==> config.mk <==
export PLATFORM = sky130hd
export DESIGN_NAME = fir_run_ctrl
export DESIGN_NICKNAME = d
export VERILOG_FILES = /design/src/rtl/fir_ctrl_pkg.sv /design/src/rtl/fir_mem_mux.sv /design/src/rtl/fir_run_ctrl.sv
export SDC_FILE = /design/constraint.sdc
export NUM_CORES = 1
export LEC_CHECK = 0
export CAP_MARGIN = 20
export CELL_PAD_IN_SITES_DETAIL_PLACEMENT = 1
export CELL_PAD_IN_SITES_GLOBAL_PLACEMENT = 2
export CORE_UTILIZATION = 39
export DETAILED_ROUTE_END_ITERATION = 16
export DONT_BUFFER_PORTS = 1
export PLACE_DENSITY_LB_ADDON = 0.1
export SYNTH_ARGS = -nofsm -noshare
export SYNTH_HDL_FRONTEND = slang
export SYNTH_SLANG_ARGS = --single-unit
==> constraint.sdc <==
create_clock -name clk -period 7.6 [get_ports clk]
set_clock_uncertainty 0.05 [all_clocks]
set_input_delay 1.52 -clock clk [delete_from_list [all_inputs] [get_ports clk]]
set_output_delay 1.52 -clock clk [all_outputs]
set_load 0.02 [all_outputs]
==> src/rtl/fir_ctrl_pkg.sv <==
// Shared state encoding and default widths for the FIR run controller.
package fir_ctrl_pkg;

  localparam logic [1:0] IDLE   = 2'd0;
  localparam logic [1:0] LAUNCH = 2'd1;
  localparam logic [1:0] RUN    = 2'd2;
  localparam logic [1:0] FINISH = 2'd3;

  typedef enum logic [1:0] {
    S_IDLE   = IDLE,
    S_LAUNCH = LAUNCH,
    S_RUN    = RUN,
    S_FINISH = FINISH
  } state_t;

  localparam int DEF_NUM_ENG     = 2;
  localparam int DEF_SEL_W       = 1;
  localparam int DEF_ADDR_W      = 10;
  localparam int DEF_DATA_W      = 8;
  localparam int DEF_CNT_W       = 32;
  localparam int DEF_TIMEOUT_CYC = 4096;

endpackage

==> src/rtl/fir_mem_mux.sv <==
// NUM_ENG-to-1 BRAM port mux keyed on the latched engine index, with read-data fan-out.
module fir_mem_mux
  import fir_ctrl_pkg::*;
#(
  parameter int NUM_ENG = DEF_NUM_ENG,
  parameter int SEL_W   = DEF_SEL_W,
  parameter int ADDR_W  = DEF_ADDR_W,
  parameter int DATA_W  = DEF_DATA_W
) (
  input  logic [SEL_W-1:0]          i_sel,
  input  logic                      i_we_window,
  input  logic [NUM_ENG*ADDR_W-1:0] i_eng_addr_a,
  input  logic [NUM_ENG*ADDR_W-1:0] i_eng_addr_b,
  input  logic [NUM_ENG*DATA_W-1:0] i_eng_wdata_b,
  input  logic [NUM_ENG-1:0]        i_eng_we_b,
  output logic [NUM_ENG*DATA_W-1:0] o_eng_rdata_a,
  output logic [ADDR_W-1:0]         o_mem_addr_a,
  input  logic [DATA_W-1:0]         i_mem_rdata_a,
  output logic [ADDR_W-1:0]         o_mem_addr_b,
  output logic [DATA_W-1:0]         o_mem_wdata_b,
  output logic                      o_mem_we_b
);

  // Route the selected engine to both BRAM ports; idle engines read zero.
  always_comb begin
    o_mem_addr_a  = {ADDR_W{1'b0}};
    o_mem_addr_b  = {ADDR_W{1'b0}};
    o_mem_wdata_b = {DATA_W{1'b0}};
    o_mem_we_b    = 1'b0;
    o_eng_rdata_a = {(NUM_ENG*DATA_W){1'b0}};
    for (int i = 0; i < NUM_ENG; i++) begin
      if (i_sel == SEL_W'(i)) begin
        o_mem_addr_a  = i_eng_addr_a[i*ADDR_W +: ADDR_W];
        o_mem_addr_b  = i_eng_addr_b[i*ADDR_W +: ADDR_W];
        o_mem_wdata_b = i_eng_wdata_b[i*DATA_W +: DATA_W];
        o_mem_we_b    = i_eng_we_b[i] & i_we_window;
        o_eng_rdata_a[i*DATA_W +: DATA_W] = i_mem_rdata_a;
      end else begin
        o_eng_rdata_a[i*DATA_W +: DATA_W] = {DATA_W{1'b0}};
      end
    end
  end

endmodule

==> src/rtl/fir_run_ctrl.sv <==
// Run controller: validates and launches one FIR engine, times the run, and
// owns the shared BRAM on that engine's behalf.
module fir_run_ctrl
  import fir_ctrl_pkg::*;
#(
  parameter int NUM_ENG     = DEF_NUM_ENG,
  parameter int SEL_W       = DEF_SEL_W,
  parameter int ADDR_W      = DEF_ADDR_W,
  parameter int DATA_W      = DEF_DATA_W,
  parameter int CNT_W       = DEF_CNT_W,
  parameter int TIMEOUT_CYC = DEF_TIMEOUT_CYC
) (
  input  logic                      clk,
  input  logic                      rst,
  input  logic                      i_start,
  input  logic [SEL_W-1:0]          i_sel,
  input  logic [ADDR_W-1:0]         i_cfg_in_addr,
  input  logic [ADDR_W-1:0]         i_cfg_out_addr,
  input  logic [ADDR_W-1:0]         i_cfg_count,
  output logic                      o_busy,
  output logic                      o_done,
  output logic                      o_timeout,
  output logic                      o_err_cfg,
  output logic [CNT_W-1:0]          o_cycle_count,
  output logic [SEL_W-1:0]          o_active_sel,
  output logic [NUM_ENG-1:0]        o_eng_start,
  output logic [ADDR_W-1:0]         o_eng_in_addr,
  output logic [ADDR_W-1:0]         o_eng_out_addr,
  output logic [ADDR_W-1:0]         o_eng_count,
  input  logic [NUM_ENG-1:0]        i_eng_done,
  input  logic [NUM_ENG*ADDR_W-1:0] i_eng_addr_a,
  input  logic [NUM_ENG*ADDR_W-1:0] i_eng_addr_b,
  input  logic [NUM_ENG*DATA_W-1:0] i_eng_wdata_b,
  input  logic [NUM_ENG-1:0]        i_eng_we_b,
  output logic [NUM_ENG*DATA_W-1:0] o_eng_rdata_a,
  output logic [ADDR_W-1:0]         o_mem_addr_a,
  input  logic [DATA_W-1:0]         i_mem_rdata_a,
  output logic [ADDR_W-1:0]         o_mem_addr_b,
  output logic [DATA_W-1:0]         o_mem_wdata_b,
  output logic                      o_mem_we_b
);

  localparam logic [CNT_W-1:0] TO_LIM = CNT_W'(TIMEOUT_CYC);

  state_t             r_state;
  logic [NUM_ENG-1:0] r_done_prev;
  logic [NUM_ENG-1:0] w_sel_onehot;
  logic               w_done_rise;
  logic               w_cfg_bad;
  logic               w_we_window;
  logic [CNT_W-1:0]   w_cnt_inc;

  // Decode live request and detect a fresh done edge on the running engine only.
  always_comb begin
    w_sel_onehot = {NUM_ENG{1'b0}};
    w_done_rise  = 1'b0;
    for (int i = 0; i < NUM_ENG; i++) begin
      w_sel_onehot[i] = (i_sel == SEL_W'(i));
      w_done_rise     = w_done_rise | ((o_active_sel == SEL_W'(i)) & i_eng_done[i] & ~r_done_prev[i]);
    end
    w_cfg_bad   = (int'(i_sel) >= NUM_ENG) || (i_cfg_count == {ADDR_W{1'b0}});
    w_cnt_inc   = (&o_cycle_count) ? o_cycle_count : (o_cycle_count + CNT_W'(1));
    w_we_window = o_busy | (r_state == S_FINISH);
  end

  // Run-control FSM with all status outputs registered.
  always_ff @(posedge clk or posedge rst) begin
    if (rst) begin
      r_state        <= S_IDLE;
      r_done_prev    <= {NUM_ENG{1'b0}};
      o_busy         <= 1'b0;
      o_done         <= 1'b0;
      o_timeout      <= 1'b0;
      o_err_cfg      <= 1'b0;
      o_cycle_count  <= {CNT_W{1'b0}};
      o_active_sel   <= {SEL_W{1'b0}};
      o_eng_start    <= {NUM_ENG{1'b0}};
      o_eng_in_addr  <= {ADDR_W{1'b0}};
      o_eng_out_addr <= {ADDR_W{1'b0}};
      o_eng_count    <= {ADDR_W{1'b0}};
    end else begin
      r_done_prev <= i_eng_done;
      o_eng_start <= {NUM_ENG{1'b0}};
      o_done      <= 1'b0;
      case (r_state)
        S_IDLE: begin
          if (i_start) begin
            if (w_cfg_bad) begin
              o_err_cfg <= 1'b1;
            end else begin
              o_err_cfg      <= 1'b0;
              o_timeout      <= 1'b0;
              o_cycle_count  <= {CNT_W{1'b0}};
              o_active_sel   <= i_sel;
              o_eng_in_addr  <= i_cfg_in_addr;
              o_eng_out_addr <= i_cfg_out_addr;
              o_eng_count    <= i_cfg_count;
              o_eng_start    <= w_sel_onehot;
              o_busy         <= 1'b1;
              r_state        <= S_LAUNCH;
            end
          end
        end
        S_LAUNCH: begin
          o_cycle_count <= w_cnt_inc;
          r_state       <= S_RUN;
        end
        S_RUN: begin
          o_cycle_count <= w_cnt_inc;
          // A completion edge wins over a timeout landing on the same cycle.
          if (w_done_rise) begin
            o_done  <= 1'b1;
            o_busy  <= 1'b0;
            r_state <= S_FINISH;
          end else if (w_cnt_inc >= TO_LIM) begin
            o_timeout <= 1'b1;
            o_busy    <= 1'b0;
            r_state   <= S_IDLE;
          end
        end
        S_FINISH: begin
          r_state <= S_IDLE;
        end
        default: begin
          o_busy  <= 1'b0;
          r_state <= S_IDLE;
        end
      endcase
    end
  end

  fir_mem_mux #(
    .NUM_ENG (NUM_ENG),
    .SEL_W   (SEL_W),
    .ADDR_W  (ADDR_W),
    .DATA_W  (DATA_W)
  ) u_mux (
    .i_sel         (o_active_sel),
    .i_we_window   (w_we_window),
    .i_eng_addr_a  (i_eng_addr_a),
    .i_eng_addr_b  (i_eng_addr_b),
    .i_eng_wdata_b (i_eng_wdata_b),
    .i_eng_we_b    (i_eng_we_b),
    .o_eng_rdata_a (o_eng_rdata_a),
    .o_mem_addr_a  (o_mem_addr_a),
    .i_mem_rdata_a (i_mem_rdata_a),
    .o_mem_addr_b  (o_mem_addr_b),
    .o_mem_wdata_b (o_mem_wdata_b),
    .o_mem_we_b    (o_mem_we_b)
  );

endmodule
==> metrics list <==
* Critical path peak fanout: 33
* Path type of the worst min-delay path: reg -> reg
- Slew headroom: a little under a third
* CTS tree: done
- Number of rows in the core area: 38
* Number of setup buffers added after CTS: 0
- Fin crit period: roughly 3.7 ns
- Setup repair after global routing left no endpoint under its margin.
* Total clock buffers created by CTS: 9
- Overall die width: ~110 um
* CP cell instances: nor4_1, a31oi_4, a21oi_1, buf_4, nor3_1, and3_1, nand3_1, xor2_1, nor2_1
- For the worst setup path, the data required time is 7.74 ns.
- Antenna violations before repair: 0
- The cell count after synthesis came out at between 400 and 500.
- For this run, design rule violations remaining after detail routing come to 0.
- After detailed routing, the average wire length per cell comes to around 23 um.
- The finished cells cover just under 0.005 mm^2.
- Ratio of cells with drive above 1 in the final layout: 22.9%
* Result of the run: completed
* Mapped Nets: 560
* Routed length on met3: 805 um
- Root cell of the clock tree: clkbuf_16
- In the final timing run, aggregate negative setup slack is 0 ns.
- Die height: ~110 um
- Routed vias: between 3k and 4k
- Counting both buffers and inverters, the worst setup path holds a total of 1.
- Core utilization of the finished layout: around 44%
* Leakage power: 1.91 nW
- In this run the tool buffered the top-level ports with 0 buffer cells.
- Net count, final: about 550
- Fill cells in the final layout number about 1.2k.
- Most frequent cells after synthesis: dfrtp_1 (73), mux2_2 (60), nor2_1 (41)
* Starting density of the core: 40.4%
- Hold Slack: 0.563 ns
- Post_cts resized: 0
- Total congestion overflow: 0
- The die covers between 0.01 and 0.015 mm^2.
- Setup violations, final: 0
* Number of warnings printed during yosys synthesis: 0
* Via count of the first global-routing pass: roughly 3.7k
* Worst slack at placement: 3.51 ns
* Startpoint types: primary input
* Library cell with the highest instance count after synthesis: dfrtp_1
- Max-slew violation total from the final report: 0
- Hold-fix buffer count after cts: 0
- Crit end category: register
- The worst path uses just under 50% of the clock period.
* PnR worst setup slack: around 3.9 ns
- Top routing layer in use: met4
- Area of the core region: 0.0110 mm^2
- The critical path in this run is classified as in -> reg.
* Ports placed on the boundary: 216
* Routed met2 length: ~7.0 mm
- Layout Cells excl Fill: between 500 and 600
- Summing every instance area after synthesis gives between 0.004 and 0.005 mm^2.
- After synthesis, the share of flip-flops with an asynchronous set or reset is between 90% and 100%.
* Post-DRT Antenna Nets: 0
- Entering global routing, the biggest net connects 74 pins.
- By area the synthesized netlist is led by dfrtp_1 (41%), mux2_2 (15%), nor2_1 (3.5%).
* H-tree level count: 3
- After the first detailed-routing iteration, the DRC count stood at approximately 150.
- Global routing usage summed across all routing layers: between 20% and 30%
- Among all flip-flop cells after synthesis, the most frequent one is dfrtp_1.
* Share of the yosys chip area belonging to registers: 41.1%
- Number of max-cap violations: 0
- Count of unique library cells instantiated by Yosys: a little over 60
- Longest individual stage delay on the worst path: approximately 0.56 ns
- After synthesis the netlist holds a flip-flop and latch count of 73.
- Summing all placed instances gives a cell area of roughly 0.0046 mm^2.
- DR vias/cell: 6.12
- For this run, the top clock speed supported by timing is approximately 0.27 GHz.
* Fraction of post-synthesis cell area in the top cell type by area: between 40 and 50%
- Across the VDD grid, the largest voltage drop is 241 uV.
- Post-detailed-routing wire length: around 14 mm
* Detailed placer's ending HPWL: 10.2 mm
* Buffer depth of the longest clock path: 2
* Worst path slowest cell: nor4_1
* DP Cell Count: between 500 and 600
- The final count of hold timing violations came to 0.
- Skew-Pair Late Insertion Delay: 0.34 ns
- Number of sinks driven by the clock tree: between 70 and 80
* RePlAce Congestion: 0.777
- Mean cell area of the mapped netlist: slightly below 10 um^2
- The first TritonRoute pass finished after 4 iterations.
- The kind of cell with the highest combined delay along the critical path is simple AND/OR/NAND/NOR gates.
* Number of synthesized flops with an enable pin: 0
- Yosys top cell by area: dfrtp_1
- Wire length of the first global-routing pass: about 21 mm
- The repair_antennas step left the layout with diodes totalling 0.
- Compared with the post-synthesis result, the final layout area differs by 9.66%.
* Tightest Pin Transition: between 1 and 1.5 ns
* Cell Pwr Density: roughly 380 mW/mm^2
- Worst path arrival time: approximately 4 ns
- After clock tree synthesis, the clock-pin slew on the worst setup and hold paths is roughly 0.070 ns.
- Overall Power: between 1.5 and 2 mW
- Post-route met1 wirelength: 5.58 mm
## logic make-up (layout without fill, tap and decap cells)
group | count (synthesis) | count (layout) | synth area share (%)
AOI/OAI and AO/OA | 87 | 87 | 12.9
xor gates and xnor gates | 15 | 15 | 2.96
adders and majority gates | 5 | 5 | 1.41
buffers and inverters | 34 | 30 | 3.15
DFF | 73 | 73 | 41.1
muxes | 62 | 62 | 15.7
and+or+nand+nor | 177 | 177 | 22.8
## worst paths after layout
check / from / endpoint / slack, ns / cells past startpoint
max: i_cfg_count[5] / o_cycle_count[7] / 3.85 / 9
min in group asynchronous: rst / o_eng_out_addr[8] / 1.30 / 2
max in group asynchronous: rst / o_active_sel / 5.54 / 2
max reg2reg: o_cycle_count[0] / r_state[1] / 3.98 / 9
min reg2reg: r_state[0] / r_state[1] / 0.56 / 2
min: r_state[0] / r_state[1] / 0.56 / 2
## worst register-to-register path: cells and delay by family (launching register included)
kind                     cells  cell delay [ns]
multiplexers                 1             0.42
flip-flops                   1             0.53
AND/OR/NAND/NOR              4             1.52
adder cells (fa/ha/maj)      1             0.29
AO/OA/AOI/OAI                3             0.68
## flip-flops by register name, summed over array words and instances (netlist names), 2 cells and up
register,cells
o_eng_start,2
o_eng_out_addr,10
r_done_prev,2
o_eng_in_addr,10
o_cycle_count,32
o_eng_count,10
r_state,2
## layer usage
layer,vias up,global-route usage (%)
met2,159,42.0
met4,0,7.92
li1,1645,-
met3,17,4.00
met5,-,0
met1,1781,28.6
## report_power, final
part           switching (mW)  internal, mW
Clock                   0.180         0.260
Sequential              0.255         0.499
Combinational           0.387         0.254
## cell type report
class	instances	area (um^2)	share of cell area (%)
clock inverters	7	85.1	1.75
flip-flops and latches	73	1830	37.5
repair buffers	4	30.0	0.616
well taps	140	175	3.60
inverters	10	37.5	0.771
clock buffers	9	225	4.62
multi-input cells	346	2490	51.1
## cells in the final DEF, fill, tap and decap left out, drive strengths merged, types with 2 or more instances in the layout
master and n:
clkbuf 9, a41oi 2, nand2 35, o22ai 2, buf 4, ha 5, or4 4, or2 3
mux2 60, nand4 10, o311ai 2, or3 5, nand3 20, mux2i 2, and4 6, nor4 11
inv 13, and3 7, clkinv 3, nor2 41, o21ai 25, xnor2 7, dfrtp 73, a21o 4
xor2 8, and2 12, o211ai 2, nor4b 3, a21oi 18, o31ai 14, nor2b 8, a31oi 7
nor3 10
(Power assumes the default switching activity.)
